File: src/rtl/fifo_sync_flags.sv
// -----------------------------------------------------------------------------
// fifo_sync_flags
//
// Single-clock FIFO with a fill-level count, programmable almost-full and
// almost-empty thresholds, and sticky overflow/underflow error flags.
// Storage is a simple dual-port array with a registered read port. All status
// outputs are decoded from the registered count, so they never follow the
// request inputs combinationally.
//
// Parameters
//   WIDTH     data word width in bits (>= 1)
//   DEPTH     number of entries, power of two, >= 4
//   AF_LEVEL  Almost_full  when count >= AF_LEVEL (1 .. DEPTH)
//   AE_LEVEL  Almost_empty when count <= AE_LEVEL (0 .. DEPTH-1)
//
// Ports
//   CLK           clock, all state updates on the rising edge
//   RST_n         asynchronous active-low reset
//   EN_w          write request (accepted when not Full)
//   data_in       write data
//   EN_r          read request (accepted when not Empty)
//   CLR_err       clears Overflow/Underflow (a same-cycle set wins)
//   data_out      registered read data, holds between accepted reads
//   Full          count == DEPTH
//   Empty         count == 0
//   Almost_full   count >= AF_LEVEL
//   Almost_empty  count <= AE_LEVEL
//   count         number of stored words
//   Overflow      sticky: write requested while Full
//   Underflow     sticky: read requested while Empty
// -----------------------------------------------------------------------------
module fifo_sync_flags #(
  parameter int WIDTH    = 32,
  parameter int DEPTH    = 64,
  parameter int AF_LEVEL = DEPTH - 8,
  parameter int AE_LEVEL = 8
) (
  input  logic                       CLK,
  input  logic                       RST_n,
  input  logic                       EN_w,
  input  logic [WIDTH-1:0]           data_in,
  input  logic                       EN_r,
  input  logic                       CLR_err,
  output logic [WIDTH-1:0]           data_out,
  output logic                       Full,
  output logic                       Empty,
  output logic                       Almost_full,
  output logic                       Almost_empty,
  output logic [$clog2(DEPTH):0]     count,
  output logic                       Overflow,
  output logic                       Underflow
);

  localparam int AW = $clog2(DEPTH);
  localparam int CW = AW + 1;

  localparam logic [CW-1:0] DEPTH_C = CW'(DEPTH);
  localparam logic [CW-1:0] AF_C    = CW'(AF_LEVEL);
  localparam logic [CW-1:0] AE_C    = CW'(AE_LEVEL);

  // Storage: no reset, so it maps onto block RAM. An entry is only ever read
  // after it has been written, so its power-up contents are never visible.
  logic [WIDTH-1:0] mem [DEPTH];

  logic [AW-1:0]    wr_ptr_reg, wr_ptr_next;
  logic [AW-1:0]    rd_ptr_reg, rd_ptr_next;
  logic [CW-1:0]    count_reg, count_next;
  logic [WIDTH-1:0] data_out_reg;
  logic             overflow_reg, overflow_next;
  logic             underflow_reg, underflow_next;

  logic             full, empty;
  logic             wr_accept, rd_accept;

  // Flags come only from the registered count (pre-edge state). A write while
  // full is refused even if a read frees a slot in the same cycle, and a read
  // while empty is refused even if a write arrives in the same cycle.
  assign full      = (count_reg == DEPTH_C);
  assign empty     = (count_reg == '0);
  assign wr_accept = EN_w && !full;
  assign rd_accept = EN_r && !empty;

  always_comb begin
    wr_ptr_next    = wr_ptr_reg;
    rd_ptr_next    = rd_ptr_reg;
    count_next     = count_reg;
    overflow_next  = overflow_reg;
    underflow_next = underflow_reg;

    // Pointers are exactly AW bits, so DEPTH-1 + 1 wraps to 0 on its own.
    if (wr_accept) wr_ptr_next = wr_ptr_reg + 1'b1;
    if (rd_accept) rd_ptr_next = rd_ptr_reg + 1'b1;

    case ({wr_accept, rd_accept})
      2'b10:   count_next = count_reg + 1'b1;
      2'b01:   count_next = count_reg - 1'b1;
      default: count_next = count_reg;
    endcase

    // Clear first, then set, so a new error in the clearing cycle survives.
    if (CLR_err) begin
      overflow_next  = 1'b0;
      underflow_next = 1'b0;
    end
    if (EN_w && full)  overflow_next  = 1'b1;
    if (EN_r && empty) underflow_next = 1'b1;
  end

  always_ff @(posedge CLK) begin
    if (wr_accept) mem[wr_ptr_reg] <= data_in;
  end

  always_ff @(posedge CLK or negedge RST_n) begin
    if (!RST_n) begin
      wr_ptr_reg    <= '0;
      rd_ptr_reg    <= '0;
      count_reg     <= '0;
      data_out_reg  <= '0;
      overflow_reg  <= 1'b0;
      underflow_reg <= 1'b0;
    end else begin
      wr_ptr_reg    <= wr_ptr_next;
      rd_ptr_reg    <= rd_ptr_next;
      count_reg     <= count_next;
      overflow_reg  <= overflow_next;
      underflow_reg <= underflow_next;
      if (rd_accept) data_out_reg <= mem[rd_ptr_reg];
    end
  end

  assign data_out     = data_out_reg;
  assign count        = count_reg;
  assign Full         = full;
  assign Empty        = empty;
  assign Almost_full  = (count_reg >= AF_C);
  assign Almost_empty = (count_reg <= AE_C);
  assign Overflow     = overflow_reg;
  assign Underflow    = underflow_reg;

endmodule

File: config.mk
export PLATFORM = sky130hd
export DESIGN_NAME = fifo_sync_flags
export DESIGN_NICKNAME = d
export VERILOG_FILES = /design/src/rtl/fifo_sync_flags.sv
export SDC_FILE = /design/constraint.sdc
export NUM_CORES = 2
export LEC_CHECK = 0
export CAP_MARGIN = 20
export CORE_MARGIN = 2
export CORE_UTILIZATION = 60
export DETAILED_ROUTE_END_ITERATION = 12
export PLACE_DENSITY = 0.8
export SLEW_MARGIN = 20
export SYNTH_ARGS = -nofsm -noshare
export SYNTH_HDL_FRONTEND = slang
export SYNTH_SLANG_ARGS = --single-unit
File: constraint.sdc
create_clock -name CLK -period 8 [get_ports CLK]
set_input_delay 0.8 -clock CLK [delete_from_list [all_inputs] [get_ports CLK]]
set_output_delay 0.8 -clock CLK [all_outputs]
set_load 0.02 [all_outputs]
==> summary.txt <==
STA
  – Post-layout min period: 4.78 ns
  – WHS: roughly 0.098 ns
  – Max Freq: 209 MHz
  – Unrepaired setup endpoints after global routing: no
  – Hold Vio Cnt, Final: 0
  – Tightest Pin Transition: 1.77 ns
  – Post-Route Setup TNS: 0 ns
  – Rel. slew slack: -18.3%
  – Final setup viols: 0
  – Crit share post-route: 59.7%
  – Clk_skew: 0.0381 ns
  – Count of pins over their slew limit: 2

Worst setup path
  – CP arrival: 5.54 ns
  – CP Max Fanout: 60
  – WP data required: 8.76 ns
  – Crit path kind: reg2reg
  – Nature of the critical path endpoint: register
  – Worst setup SP type: register

Synthesis
  – Mux cell area share after synthesis: 15.1%
  – Syn_nets: between 3000 and 4000
  – Number of flops mapped to enable cells by yosys: between 2000 and 2500
  – Ys Warns: 0
  – Cells after Synth: 3779
  – Register area share after synthesis: roughly 80%
  – Syn Std Cell Area: 80800 µm²
  – Ys async rst share: 2.52%
  – Compound-gate portion of the synthesized area: 3.68%
  – Post-Synth Simple-Gate Area: about 1.5%
  – Post-synthesis xor/xnor area fraction: 0.152%
  – Synthesis-stage register bit count: 2101
  – Synth Area in Adders: 0.149%
  – Synth cell types: 63
  – Largest family of logic cells by synthesized area: multiplexers
  – Avg Inst Size Synth: ~21 µm²
  – Ys flop type: edfxtp_1

Detailed routing
  – DRT iter0 DRCs: around 7500
  – Pre-antenna DRT Iters: 6
  – WL/cell: 37.6 µm
  – DRC: 0
  – Final WL: 222000 µm
  – Post-route ant nets: 0
  – Vias per inst: 7.15
  – Vias: 42200

Finish
  – Final core utilization: 68.0%
  – Most common cell after layout, fill and taps aside: edfxtp_1
  – Fill count: 7775
  – Final instance area: approximately 91000 µm²
  – Area grow syn2layout: 12.4%
  – Flip-flop and latch area: 62800 µm²
  – Multi-input logic area: 17100 µm²
  – Largest register FFs: just over 2000
  – Number of nets in the layout: 4013
  – Leading cell types in the layout, fill and taps excluded: edfxtp_1 (2048), mux4_2 (389), mux2i_1 (319)
  – Share of layout cells above drive strength 1: approximately 22%
  – Layout Cells excl Fill: 5906

CTS
  – Num CTS Buffers: around 190
  – CTS H-Tree Depth: 4
  – Clk buf depth: 3
  – Post-CTS Setup Inserts: 0
  – Clock transition at path regs: 0.06 ns
  – Cts repair resizes: 0
  – Hold-fix buffers, CTS: 0
  – CTS tree: done
  – Root buf cell: clkbuf_16
  – Clk sinks: 2101
  – Clock Latency Late Sink: roughly 0.83 ns

Place
  – Post-Place Cells: 5512
  – Dpl cell area: ~84000 µm²
  – Count of buffers from port buffering: 81
  – Placer Congestion: about 0.94
  – Post-detailed-placement half-perimeter wirelength: 122000 µm

Status
  – Failing checks: capacitance limit, slew limit
  – Status: complete, but fails checks

Power
  – Leakage power: 29.1 nW
  – PD cells: 350 nW/µm²
  – Largest vdd supply drop: 0.000367 V

Min path
  – Hold Crit Class: in2async

Floorplanning
  – CORE AREA: 133000 µm²
  – Die ar.: 138000 µm²
  – Row count: 134
  – Die boundary height: 371 µm
  – Number of I/O pins: 82
  – Die extent in x: 371 µm
  – Initial Utilization: 60.5%

Global routing
  – GRT Resource Usage Total: 32.5%
  – Largest net degree at the start of global routing: 115
  – GRT overflow: 0
  – Antenna violations before repair: 16
  – First-pass GRT wire length: 309000 µm
  – Vias in the first global route: 41000

Job
  – Max-cap violations: 1
-- cells by family (layout without fill, tap and decap cells) --
kind of cell,after synthesis,count (layout)
buffers and inverters,235,588
xor gates and xnor gates,14,14
muxes,720,720
adders and majority gates,9,9
DFF,2101,2101
and+or+nand+nor,267,267
AOI/OAI and AO/OA,433,433
other,0,6
-- metrics by stage --
| step | worst slack, ns | power (mW) |
|---|---|---|
| final | 3.22 | 31.8 |
| after global routing | 3.39 | 32.4 |
| after CTS | 3.72 | 31.4 |
| after detailed placement | 3.69 | 22.5 |
| after global placement | 3.59 | 22.3 |
| after floorplan | 4.51 | 18.9 |
-- Yosys cell counts, types with 31 or more instances --
cell type  count  area (µm²)
mux2i_1      319        3190
buf_6         31         349
dfrtp_1       53        1330
o221ai_1      38         333
edfxtp_1    2048       61500
clkbuf_1      87         327
buf_4         33         248
a21oi_1      102         510
o21ai_0       39         195
mux4_2       389        8760
nor2_1        88         330
nand2_1       92         345
a22oi_1       44         330
buf_2         38         190
o22ai_1       38         238
-- power by group --
group / leakage, nW / internal, mW / switching [mW]
logic: 6.98 / 3.54 / 6.04
registers: 19.1 / 12.6 / 0.602
clock network: 3.03 / 5.04 / 3.99
-- worst max-delay path: stages (launching register included) --
cell and delay, ns:
dfrtp_4 0.78, buf_4 0.58, buf_4 0.82, mux4_2 0.41
mux2i_1 0.21, a2111oi_1 1.57, a211o_1 0.24
-- routing by layer --
metal  track usage (%)  up-vias  share of wire (%)
met4              16.2       12                6.3
met2              49.3     3723                 46
met1              43.2    21500                 33
li1                  -    16200                  -
met5            0.0699        -              0.041
met3              9.89      733                 14
-- path summary, 6_finish.rpt --
check | depth (start not counted) | start | to | slack, ns
worst max-delay path | 6 | rd_ptr_reg[1] | data_out[19] | 3.22
worst min-delay path | 1 | RST_n | count[1] | 0.1
worst max register to register | 6 | rd_ptr_reg[1] | data_out[19] | 3.22
worst min register to register | 2 | Underflow | Underflow | 0.54
max in group asynchronous | 1 | RST_n | rd_ptr_reg[4] | 7.08
min in group CLK | 2 | Underflow | Underflow | 0.54
-- cell type report --
type,instances,share of cell area (%)
Multi-Input combinational cell,1443,18.9
Antenna cell,6,0.0165
Clock buffer,244,5.76
Inverter,14,0.0579
Clock inverter,117,0.981
Sequential cell,2101,69.2
Tap cell,1768,2.44
Timing Repair Buffer,213,2.65
No activity file was read; power rests on OpenSTA's default activity.
